File: src/rtl/uart_rx.sv
// uart_rx: 8N1 UART receiver, LSB first, idle-high line.
//
// The RX pin goes through a two-flop synchroniser. A low level on the
// synchronised line is qualified at mid-bit and treated as a start bit.
// The eight data bits and the stop bit are then sampled at their bit
// centres. A good byte goes to a one-deep valid/ready output register.
// A low stop bit sends the receiver to BREAK, and it stays there until the
// line returns high.
//
// Parameters:
//   CLKS_PER_BIT  CLKIN cycles per serial bit (even, >= 4)
//
// Ports:
//   CLKIN      in   system clock, rising-edge active
//   RESET      in   asynchronous, active-high reset
//   RX         in   serial line, asynchronous to CLKIN, idle high
//   READY      in   consumer takes DATA when VALID & READY at an edge
//   DATA       out  received byte, stable while VALID is high
//   VALID      out  DATA holds an unconsumed byte
//   FRAME_ERR  out  one-cycle pulse: stop bit sampled low
//   OVERRUN    out  one-cycle pulse: good byte dropped, output register full
//   BUSY       out  receiver is not idle
module uart_rx #(
    parameter int CLKS_PER_BIT = 16
) (
    input  logic       CLKIN,
    input  logic       RESET,
    input  logic       RX,
    input  logic       READY,
    output logic [7:0] DATA,
    output logic       VALID,
    output logic       FRAME_ERR,
    output logic       OVERRUN,
    output logic       BUSY
);

    localparam int HALF  = CLKS_PER_BIT / 2;
    localparam int CNT_W = $clog2(CLKS_PER_BIT);

    localparam logic [CNT_W-1:0] CNT_HALF = CNT_W'(HALF - 1);
    localparam logic [CNT_W-1:0] CNT_FULL = CNT_W'(CLKS_PER_BIT - 1);

    typedef enum logic [2:0] {
        ST_IDLE,
        ST_START,
        ST_DATA,
        ST_STOP,
        ST_BREAK
    } state_t;

    state_t           state;
    logic             rx_p0;
    logic             rx_p1;
    logic             rx_s;
    logic [CNT_W-1:0] cnt;
    logic [2:0]       bit_idx;
    logic [7:0]       shreg;

    assign rx_s = rx_p1;

    always_ff @(posedge CLKIN or posedge RESET) begin
        if (RESET) begin
            // The synchroniser resets to the idle level, so the receiver
            // does not see a false start when it leaves reset.
            rx_p0     <= 1'b1;
            rx_p1     <= 1'b1;
            state     <= ST_IDLE;
            cnt       <= '0;
            bit_idx   <= '0;
            shreg     <= '0;
            DATA      <= '0;
            VALID     <= 1'b0;
            FRAME_ERR <= 1'b0;
            OVERRUN   <= 1'b0;
            BUSY      <= 1'b0;
        end else begin
            // synchroniser stage boundary: rx_p0 -> rx_p1 (rx_s)
            rx_p0 <= RX;
            rx_p1 <= rx_p0;

            FRAME_ERR <= 1'b0;
            OVERRUN   <= 1'b0;

            // The consumer's handshake clears VALID. A byte loaded in the
            // STOP branch below overrides this clear, because it is a later
            // assignment in the same block.
            if (VALID && READY) begin
                VALID <= 1'b0;
            end

            case (state)
                ST_IDLE: begin
                    if (!rx_s) begin
                        state <= ST_START;
                        cnt   <= '0;
                        BUSY  <= 1'b1;
                    end
                end

                ST_START: begin
                    // Check the start bit again at mid-bit. This rejects
                    // glitches that are shorter than half a bit.
                    if (cnt == CNT_HALF) begin
                        cnt <= '0;
                        if (rx_s) begin
                            state <= ST_IDLE;
                            BUSY  <= 1'b0;
                        end else begin
                            state   <= ST_DATA;
                            bit_idx <= '0;
                        end
                    end else begin
                        cnt <= cnt + CNT_W'(1);
                    end
                end

                ST_DATA: begin
                    if (cnt == CNT_FULL) begin
                        cnt            <= '0;
                        shreg[bit_idx] <= rx_s;
                        bit_idx        <= bit_idx + 3'd1;
                        if (bit_idx == 3'd7) begin
                            state <= ST_STOP;
                        end
                    end else begin
                        cnt <= cnt + CNT_W'(1);
                    end
                end

                ST_STOP: begin
                    // The receiver goes back to IDLE at mid-stop. This lets
                    // it catch a start bit that directly follows the stop bit.
                    if (cnt == CNT_FULL) begin
                        cnt <= '0;
                        if (rx_s) begin
                            state <= ST_IDLE;
                            BUSY  <= 1'b0;
                            if (!VALID || READY) begin
                                DATA  <= shreg;
                                VALID <= 1'b1;
                            end else begin
                                OVERRUN <= 1'b1;
                            end
                        end else begin
                            FRAME_ERR <= 1'b1;
                            state     <= ST_BREAK;
                        end
                    end else begin
                        cnt <= cnt + CNT_W'(1);
                    end
                end

                ST_BREAK: begin
                    if (rx_s) begin
                        state <= ST_IDLE;
                        BUSY  <= 1'b0;
                    end
                end

                default: begin
                    state <= ST_IDLE;
                    BUSY  <= 1'b0;
                end
            endcase
        end
    end

endmodule
File: config.mk
export PLATFORM = sky130hd
export DESIGN_NAME = uart_rx
export DESIGN_NICKNAME = d
export VERILOG_FILES = /design/src/rtl/uart_rx.sv
export SDC_FILE = /design/constraint.sdc
export NUM_CORES = 1
export LEC_CHECK = 0
export CAP_MARGIN = 20
export CORE_ASPECT_RATIO = 0.6
export CORE_MARGIN = 1
export CORE_UTILIZATION = 40
export DETAILED_ROUTE_END_ITERATION = 8
export PLACE_DENSITY = 0.69
export SKIP_CTS_REPAIR_TIMING = 1
export SYNTH_ARGS = -nofsm -noshare
export SYNTH_HDL_FRONTEND = slang
export SYNTH_SLANG_ARGS = --single-unit
File: constraint.sdc
create_clock -name CLKIN -period 2.1 [get_ports CLKIN]
set_input_delay 0.42 -clock CLKIN [delete_from_list [all_inputs] [get_ports CLKIN]]
set_output_delay 0.42 -clock CLKIN [all_outputs]
set_load 0.02 [all_outputs]
### After elaboration in Yosys (flattened, before gate mapping)

Cells that the tools add are included.

| storage, ports and cells | value |
|---|---|
| register bits after elaboration | 32 |
| output and inout port bits | 12 |
| logic and storage cells | 81 |

| cells by class | value |
|---|---|
| $add $sub $neg | 2 |
| order comparisons | 2 |
| equal/unequal tests | 14 |
| muxes and demuxes | 37 |
| bitwise logic cells | 1 |
| reduce and logical (&&, ||, !) cells | 14 |

Operators with widths:

| cell | count |
|---|---|
| two-way mux 3 bit | 10 |
| two-way mux 1 bit | 17 |
| one-hot mux 3 bit (5 select lines) | 1 |
| inequality test 2 bit (second input constant) | 7 |
| two-way mux 4 bit | 3 |
| one-hot mux 4 bit (3 select lines) | 1 |
| AND reduction 4 bit | 3 |
| bitwise mux 8 bit | 1 |
| == test 3 x 2 -> 1 bit (second input constant) | 2 |
| == test 3 bit (second input constant) | 2 |
| one-hot mux 3 bit (2 select lines) | 1 |
| AND reduction 6 bit | 1 |
| one-hot mux 1 bit (5 select lines) | 1 |
| adder 4 x 1 -> 4 bit (second input constant) | 1 |
| == test 4 x 3 -> 1 bit (second input constant) | 1 |
| == test 4 bit (second input constant) | 1 |
| less-than comparator 3 x 4 -> 1 bit (second input constant) | 1 |
| AND reduction 2 bit | 2 |
| adder 3 x 1 -> 3 bit (second input constant) | 1 |
| demux 1 bit (select 3 bit) | 1 |
| == test 3 x 1 -> 1 bit (second input constant) | 1 |
| greater-or-equal comparator 3 x 1 -> 1 bit (second input constant) | 1 |
| logical NOT 3 bit | 1 |
| nonzero test 3 bit | 1 |
| 7 further kinds | 8 |

### Logic depth before layout (Yosys ltp)

Gate-level depths: netlist of run 1.

| depth | value |
|---|---|
| word-level depth | 6 |
| gate-level depth with buffers | 5 |

### Worst setup path before layout of run 1

OpenSTA, ideal clock, no wires.

| path | value |
|---|---|
| kind | reg2reg |
| start point | register rx_p1 |
| end point | register DATA[0] |
| setup time | 0.125 ns |
| arrival time | 1.493 ns |
| data required time | 1.975 ns |
| path slack | 0.482 ns |
| stages on the path, launching flop included | 5 |
| path buffers | 1 |
| cells stage by stage | dfstp_2 > clkbuf_2 > nand4_2 > nor3b_4 > mux2_2 |

| on the way | value |
|---|---|
| cells in the longest elaborated chain, start to end | 1 |

RTL lines:

| item | RTL line | RTL |
|---|---|---|
| start: declaration | 53 | `logic rx_p1;` |
| start signal: assignment | 79 | `rx_p1 <= rx_p0;` |
| AND reduction 4 bit (no source line) | n/a |  |
| end signal: assignment | 139 | `DATA <= shreg;` |
| end: declaration | 30 | `output logic [7:0] DATA,` |

No other way between the ends.
A chain may end at the register's enable or synchronous reset.

### Worst setup path after layout of run 1

| path | value |
|---|---|
| start point | register cnt[0] |
| end point | register shreg[3] |

| on the way | value |
|---|---|
| cells in the longest elaborated chain, start to end | 2 |

RTL lines:

| item | RTL line | RTL |
|---|---|---|
| start: declaration | 55 | `logic [CNT_W-1:0] cnt;` |
| start signal: assignment | 113 | `cnt <= cnt + CNT_W'(1);` |
| start signal: assignment | 126 | `cnt <= cnt + CNT_W'(1);` |
| start signal: assignment | 149 | `cnt <= cnt + CNT_W'(1);` |
| == test 4 bit | 118 | `if (cnt == CNT_FULL) begin` |
| AND reduction 2 bit (no source line) | n/a |  |
| end signal: indexed assignment | 120 | `shreg[bit_idx] <= rx_s;` |
| end: declaration | 57 | `logic [7:0] shreg;` |

No other way between the ends.

==> impl_metrics.tcl, run 1 <==
set metrics [dict create \
    die-area_um2 4050 \
    grt.total_usage_pct 15.7 \
    dr.pass1.iters 4 \
    antenna_found_initial 0 \
    min_path_cells 0 \
    worst_pin_slew_ns 0.436 \
    synth_top_area_cell "dfrtp_1" \
    clk_transition_reported_paths_ns 0.06 \
    n_antenna_cell 0 \
    core_um2 3440 \
    synth-seq-area-share_pct 52.9 \
    rr_startpoint "cnt[0]" \
    clock_path_buffers 2 \
    ir_worst_vdd_v 0.000475 \
    layout_setup_ws_ns 0.169 \
    cp-end-kind "flip-flop" \
    detail_route.vias_per_cell 5.34 \
    synth_top_area_share_pct 49.5 \
    setup_violations 0 \
    n_fill_cell 291 \
    r2r_setup_slack_ns 0.17 \
    crit_arrival_ns 2.09 \
    cts_root_buffer "clkbuf_8" \
    grt-ovfl-total 0 \
    r2r_end "shreg[3]" \
    finalHoldViolations 0 \
    die_y_um 49.7 \
    avgSynthCellArea_um2 12.3 \
    required_ns 2.26 \
    yosys_warnings 0 \
    cts_tree "yes" \
    grt_setup_unrepaired "false" \
    synth-edff-count 0 \
    gp_congestion 0.751 \
    min_from "rx_p0" \
    fin_crit_sh_pct 92.0 \
    synthToLayoutAreaGrowth_pct 18.1 \
    ant_nets 0 \
    slew_headroom_pct 70.6 \
    grt_max_degree 33 \
    drt_iter0_drc 88 \
    leakage_nw 0.840 \
    netlist_area_um2 1520 \
    dp_hpwl_mm 1.86 \
    seq_area_um2 803 \
    io_buffers 15 \
    holdPathEnd "rx_p1" \
    clock-sinks 32 \
    ys_seq_elements 32 \
    wl_per_cell_um 14.8 \
    num_rows 16 \
    status "complete, no violations" \
    grt_pass1_wl_mm 4.64 \
    ys.flop_type "dfrtp_1" \
    fmax_mhz 518 \
    ys_types 39 \
    fin_nets 148 \
    cp_max_fo 9 \
    postSynthCellCount 123 \
    die_w_um 81.5 \
    rr_worst_depth 4 \
    ios 16 \
    powerDensity_nw_per_um2 977 \
    synth_commonest_cells "dfrtp_1, mux2_2, nor2_1" \
    grt_pass1_vias 949 \
    synth.most_common_cell "dfrtp_1" \
    async_flop_share_pct 100 \
    drive_above_1_share_pct 25.4 \
    cp-start-kind "flip-flop" \
    place_ws_ns 0.210 \
    slew_violations 0 \
    worst-setup-path-type "flip-flop to flip-flop" \
    start_util_pct 44.1 \
    fin_worst_skew_ns 0.00324 \
    cap_violations 0 \
    via_count 999 \
    syn-num-nets 130 \
    htree_levels 2 \
    worst_hold_path_type "flip-flop to flip-flop" \
    final.setup.tns_ns 0 \
    worstSkewPairLatency_ns 0.27 \
    period_needed_ns 1.93 \
    drc 0 \
    netlist_top_cells_area "dfrtp_1, mux2_2, dfstp_2, ha_1, nor4_1" \
    multiInputGateArea_um2 656 \
    cts_buffers 5 \
    drt-total-wl_mm 2.76 \
]
[how the worst max path moves through the flow]
stage | start | to | slack (ns) | cells past startpoint
global route | cnt[0] | shreg[1] | 0.09 | 4
floorplan | rx_p1 | DATA[0] | 0.48 | 4
detailed placement | cnt[0] | shreg[5] | 0.21 | 4
finish | cnt[0] | shreg[3] | 0.17 | 4
CTS | cnt[0] | shreg[3] | 0.20 | 4
global placement | cnt[0] | shreg[1] | 0.24 | 4
[routing by layer]
layer | up-vias | global-route usage (%) | share of wire (%)
met5 | - | 0 | 0
met4 | 0 | 3.57 | 0.65
met3 | 4 | 5.56 | 6.4
met2 | 27 | 21.7 | 42
met1 | 480 | 23.2 | 51
li1 | 488 | - | -
[flip-flops by register name (all words and copies together) (netlist names)]
signal / count
OVERRUN: 1
bit_idx: 3
FRAME_ERR: 1
DATA: 8
state: 3
rx_p1: 1
rx_p0: 1
BUSY: 1
cnt: 4
VALID: 1
shreg: 8
[critical path, cell delays in order, from the launching register on]
cell	delay (ns)
dfrtp_1	0.39
ha_1	0.40
nand3b_4	0.18
nor4_1	0.45
mux2_2	0.39
[stage by stage]
stage | std cells | instance area, um2 | hold slack, ns | util [%] | power [mW]
floorplan | 123 | 1520 | 0.345 | - | 1.22
global route | 187 | 1790 | 0.369 | 52.1 | 1.86
CTS | 187 | 1790 | 0.358 | 52.1 | 1.77
detailed placement | 179 | 1700 | 0.348 | 49.5 | 1.28
finish | 187 | 1790 | 0.356 | 52.1 | 1.75
global placement | 179 | 1700 | 0.347 | 49.5 | 1.26
[logic make-up (layout without fill, tap and decap cells)]
logic type      Yosys count  after routing  share of synthesized area (%)
compound gates           15             15                           7.26
flops                    32             32                           52.9
buf+inv                  10             29                           3.87
mux                      20             20                           14.8
simple gates             42             42                           18.1
fa+ha+maj                 3              3                           2.47
xor+xnor                  1              1                          0.577
[cell usage in the layout, fill, tap and decap left out, types with 4 or more instances in the layout]
| cell | count |
|---|---|
| mux2_2 | 19 |
| clkbuf_8 | 6 |
| nand2b_1 | 4 |
| dfrtp_1 | 30 |
| nor4_1 | 6 |
| buf_4 | 4 |
| nor2_1 | 9 |
| clkdlybuf4s50_1 | 15 |
| a22o_1 | 4 |
[cell type report]
type,instances,area share [%]
multi-input combinational,81,36.6
clock buffer,8,5.02
tap,45,3.14
timing repair buffer,19,10.0
inverter,2,0.419
sequential,32,44.8
[power breakdown]
group | total (mW) | internal, mW | switching (mW)
sequential | 0.843 | 0.700 | 0.143
combinational | 0.438 | 0.214 | 0.224
clock | 0.471 | 0.267 | 0.204
(Power assumes the default switching activity.)
==> run 2: changes to the inputs <==
--- a/config.mk
+++ b/config.mk
@@ -5,7 +5,6 @@
 export SDC_FILE = /design/constraint.sdc
 export NUM_CORES = 1
 export LEC_CHECK = 0
-export CAP_MARGIN = 20
 export CORE_ASPECT_RATIO = 0.6
 export CORE_MARGIN = 1
 export CORE_UTILIZATION = 40
@@ -15,3 +14,4 @@
 export SYNTH_ARGS = -nofsm -noshare
 export SYNTH_HDL_FRONTEND = slang
 export SYNTH_SLANG_ARGS = --single-unit
+export TNS_END_PERCENT = 20
==> results of run 2 <==
The final DEF is identical to that of run 1; final timing and power are the same.
==> run 3: changes to the inputs <==
--- a/config.mk
+++ b/config.mk
@@ -9,7 +9,7 @@
 export CORE_MARGIN = 1
 export CORE_UTILIZATION = 40
 export DETAILED_ROUTE_END_ITERATION = 8
-export PLACE_DENSITY = 0.69
+export PLACE_DENSITY = 0.71
 export SKIP_CTS_REPAIR_TIMING = 1
 export SYNTH_ARGS = -nofsm -noshare
 export SYNTH_HDL_FRONTEND = slang
==> constraint.sdc (replaced) <==
create_clock -name CLKIN -period 1.71 [get_ports CLKIN]
set_input_delay 0.342 -clock CLKIN [delete_from_list [all_inputs] [get_ports CLKIN]]
set_output_delay 0.342 -clock CLKIN [all_outputs]
set_load 0.02 [all_outputs]
==> impl_metrics.tcl, run 3 (synthesis gave the netlist of run 1 again) <==
set metrics [dict create \
    ant_nets 0 \
    total_power_mw 2.27 \
    holdWs_ns 0.355 \
    crit_family "flip-flops" \
    n_antenna_cell 0 \
    dp_hpwl_mm 1.91 \
    slew_violations 0 \
    ir_worst_vdd_v 0.000468 \
    stdcell_area_um2 1870 \
    wl_per_cell_um 14.2 \
    cts_root_buffer "clkbuf_8" \
    clk_transition_reported_paths_ns 0.06 \
    num_rows 16 \
    die_y_um 49.7 \
    drt-total-wl_mm 2.72 \
    io_buffers 15 \
    crit_arrival_ns 1.78 \
    worst_hold_path_type "flip-flop to flip-flop" \
    slowest_delay_ns 0.43 \
    core_um2 3440 \
    die_w_um 81.5 \
    grt_max_degree 33 \
    ios 16 \
    via_count 1022 \
    die-area_um2 4050 \
    powerDensity_nw_per_um2 1210 \
    place_area_um2 1750 \
    drive_above_1_share_pct 29.9 \
    critPathSlowestCell "dfrtp_1" \
    status "complete, no violations" \
    fin_crit_sh_pct 94.9 \
    gp_congestion 0.769 \
    clock_path_buffers 2 \
    worstSkewPairLatency_ns 0.28 \
    worst_pin_slew_ns 0.404 \
    period_needed_ns 1.62 \
    grt_pass1_vias 973 \
    drc 0 \
    final.setup.tns_ns 0 \
    required_ns 1.87 \
    leakage_nw 0.867 \
    grt_pass1_wl_mm 4.55 \
    crit_chain "ha_4, nand3b_4, nor3b_4, buf_12, mux2_2" \
    finalHoldViolations 0 \
    slew_headroom_pct 73.1 \
    n_fill_cell 296 \
    worst-setup-path-type "flip-flop to flip-flop" \
    cp-start-kind "flip-flop" \
    detail_route.vias_per_cell 5.32 \
    setup_violations 0 \
    cp-end-kind "flip-flop" \
    htree_levels 2 \
    dr.pass1.iters 4 \
    drt_iter0_drc 65 \
    grt.total_usage_pct 15.2 \
    grt_setup_unrepaired "false" \
    final_common_cell "dfrtp_1" \
    antenna_found_initial 0 \
    worst-path-buf-inv 1 \
    start_util_pct 44.1 \
    cap_violations 0 \
    cts_buffers 5 \
    top_regs "DATA (8), shreg (8), cnt (4)" \
    cts_tree "yes" \
    synthToLayoutAreaGrowth_pct 23.1 \
    cp_max_fo 9 \
    clock-sinks 32 \
    final_util_pct 54.3 \
    grt-ovfl-total 0 \
    final_cell_mix "dfrtp_1, mux2_2, clkdlybuf4s50_1, nor2_1, buf_4" \
    fin_nets 153 \
    fin_worst_skew_ns 0.00686 \
    fmax_mhz 616 \
]
-- run 3: final timing paths --
| path | to | start | slack, ns | cells past startpoint |
|---|---|---|---|---|
| max | DATA[6] | cnt[0] | 0.09 | 5 |
| min | rx_p1 | rx_p0 | 0.36 | 0 |
| max reg2reg | DATA[6] | cnt[0] | 0.09 | 5 |
| min reg2reg | rx_p1 | rx_p0 | 0.36 | 0 |
| max in group asynchronous | rx_p1 | RESET | 0.92 | 3 |
| min in group asynchronous | state[2] | RESET | 0.45 | 3 |
-- run 3: area by class of cell --
| type | instances | area (um2) | share of cell area [%] |
|---|---|---|---|
| Sequential cell | 32 | 803 | 43.0 |
| Multi-Input combinational cell | 81 | 681 | 36.4 |
| Timing Repair Buffer | 24 | 230 | 12.3 |
| Clock buffer | 8 | 90.1 | 4.82 |
| Tap cell | 45 | 56.3 | 3.01 |
| Inverter | 2 | 7.51 | 0.402 |
-- run 3: metrics by stage --
step	instances	setup WS, ns
6_report	192	0.0874
5_1_grt	192	0.00821
4_1_cts	192	0.0221
3_5_place_dp	184	-0.0686
3_3_place_gp	184	-0.0467
2_1_floorplan	123	0.0920
-- run 3: per-layer routing --
layer	wire, um	up-vias	share of wire [%]	global-route usage [%]
met4	25	0	0.92	4.46
met3	183	3	6.7	6.11
met2	1120	32	41	20.1
li1	-	495	-	-
met5	0	-	0	0
met1	1390	492	51	22.4
-- run 3: report_power, final --
group	total, mW	internal (mW)	switching [mW]
Clock	0.583	0.328	0.255
Sequential	0.963	0.861	0.101
Combinational	0.722	0.348	0.374
Total	2.27	1.54	0.730
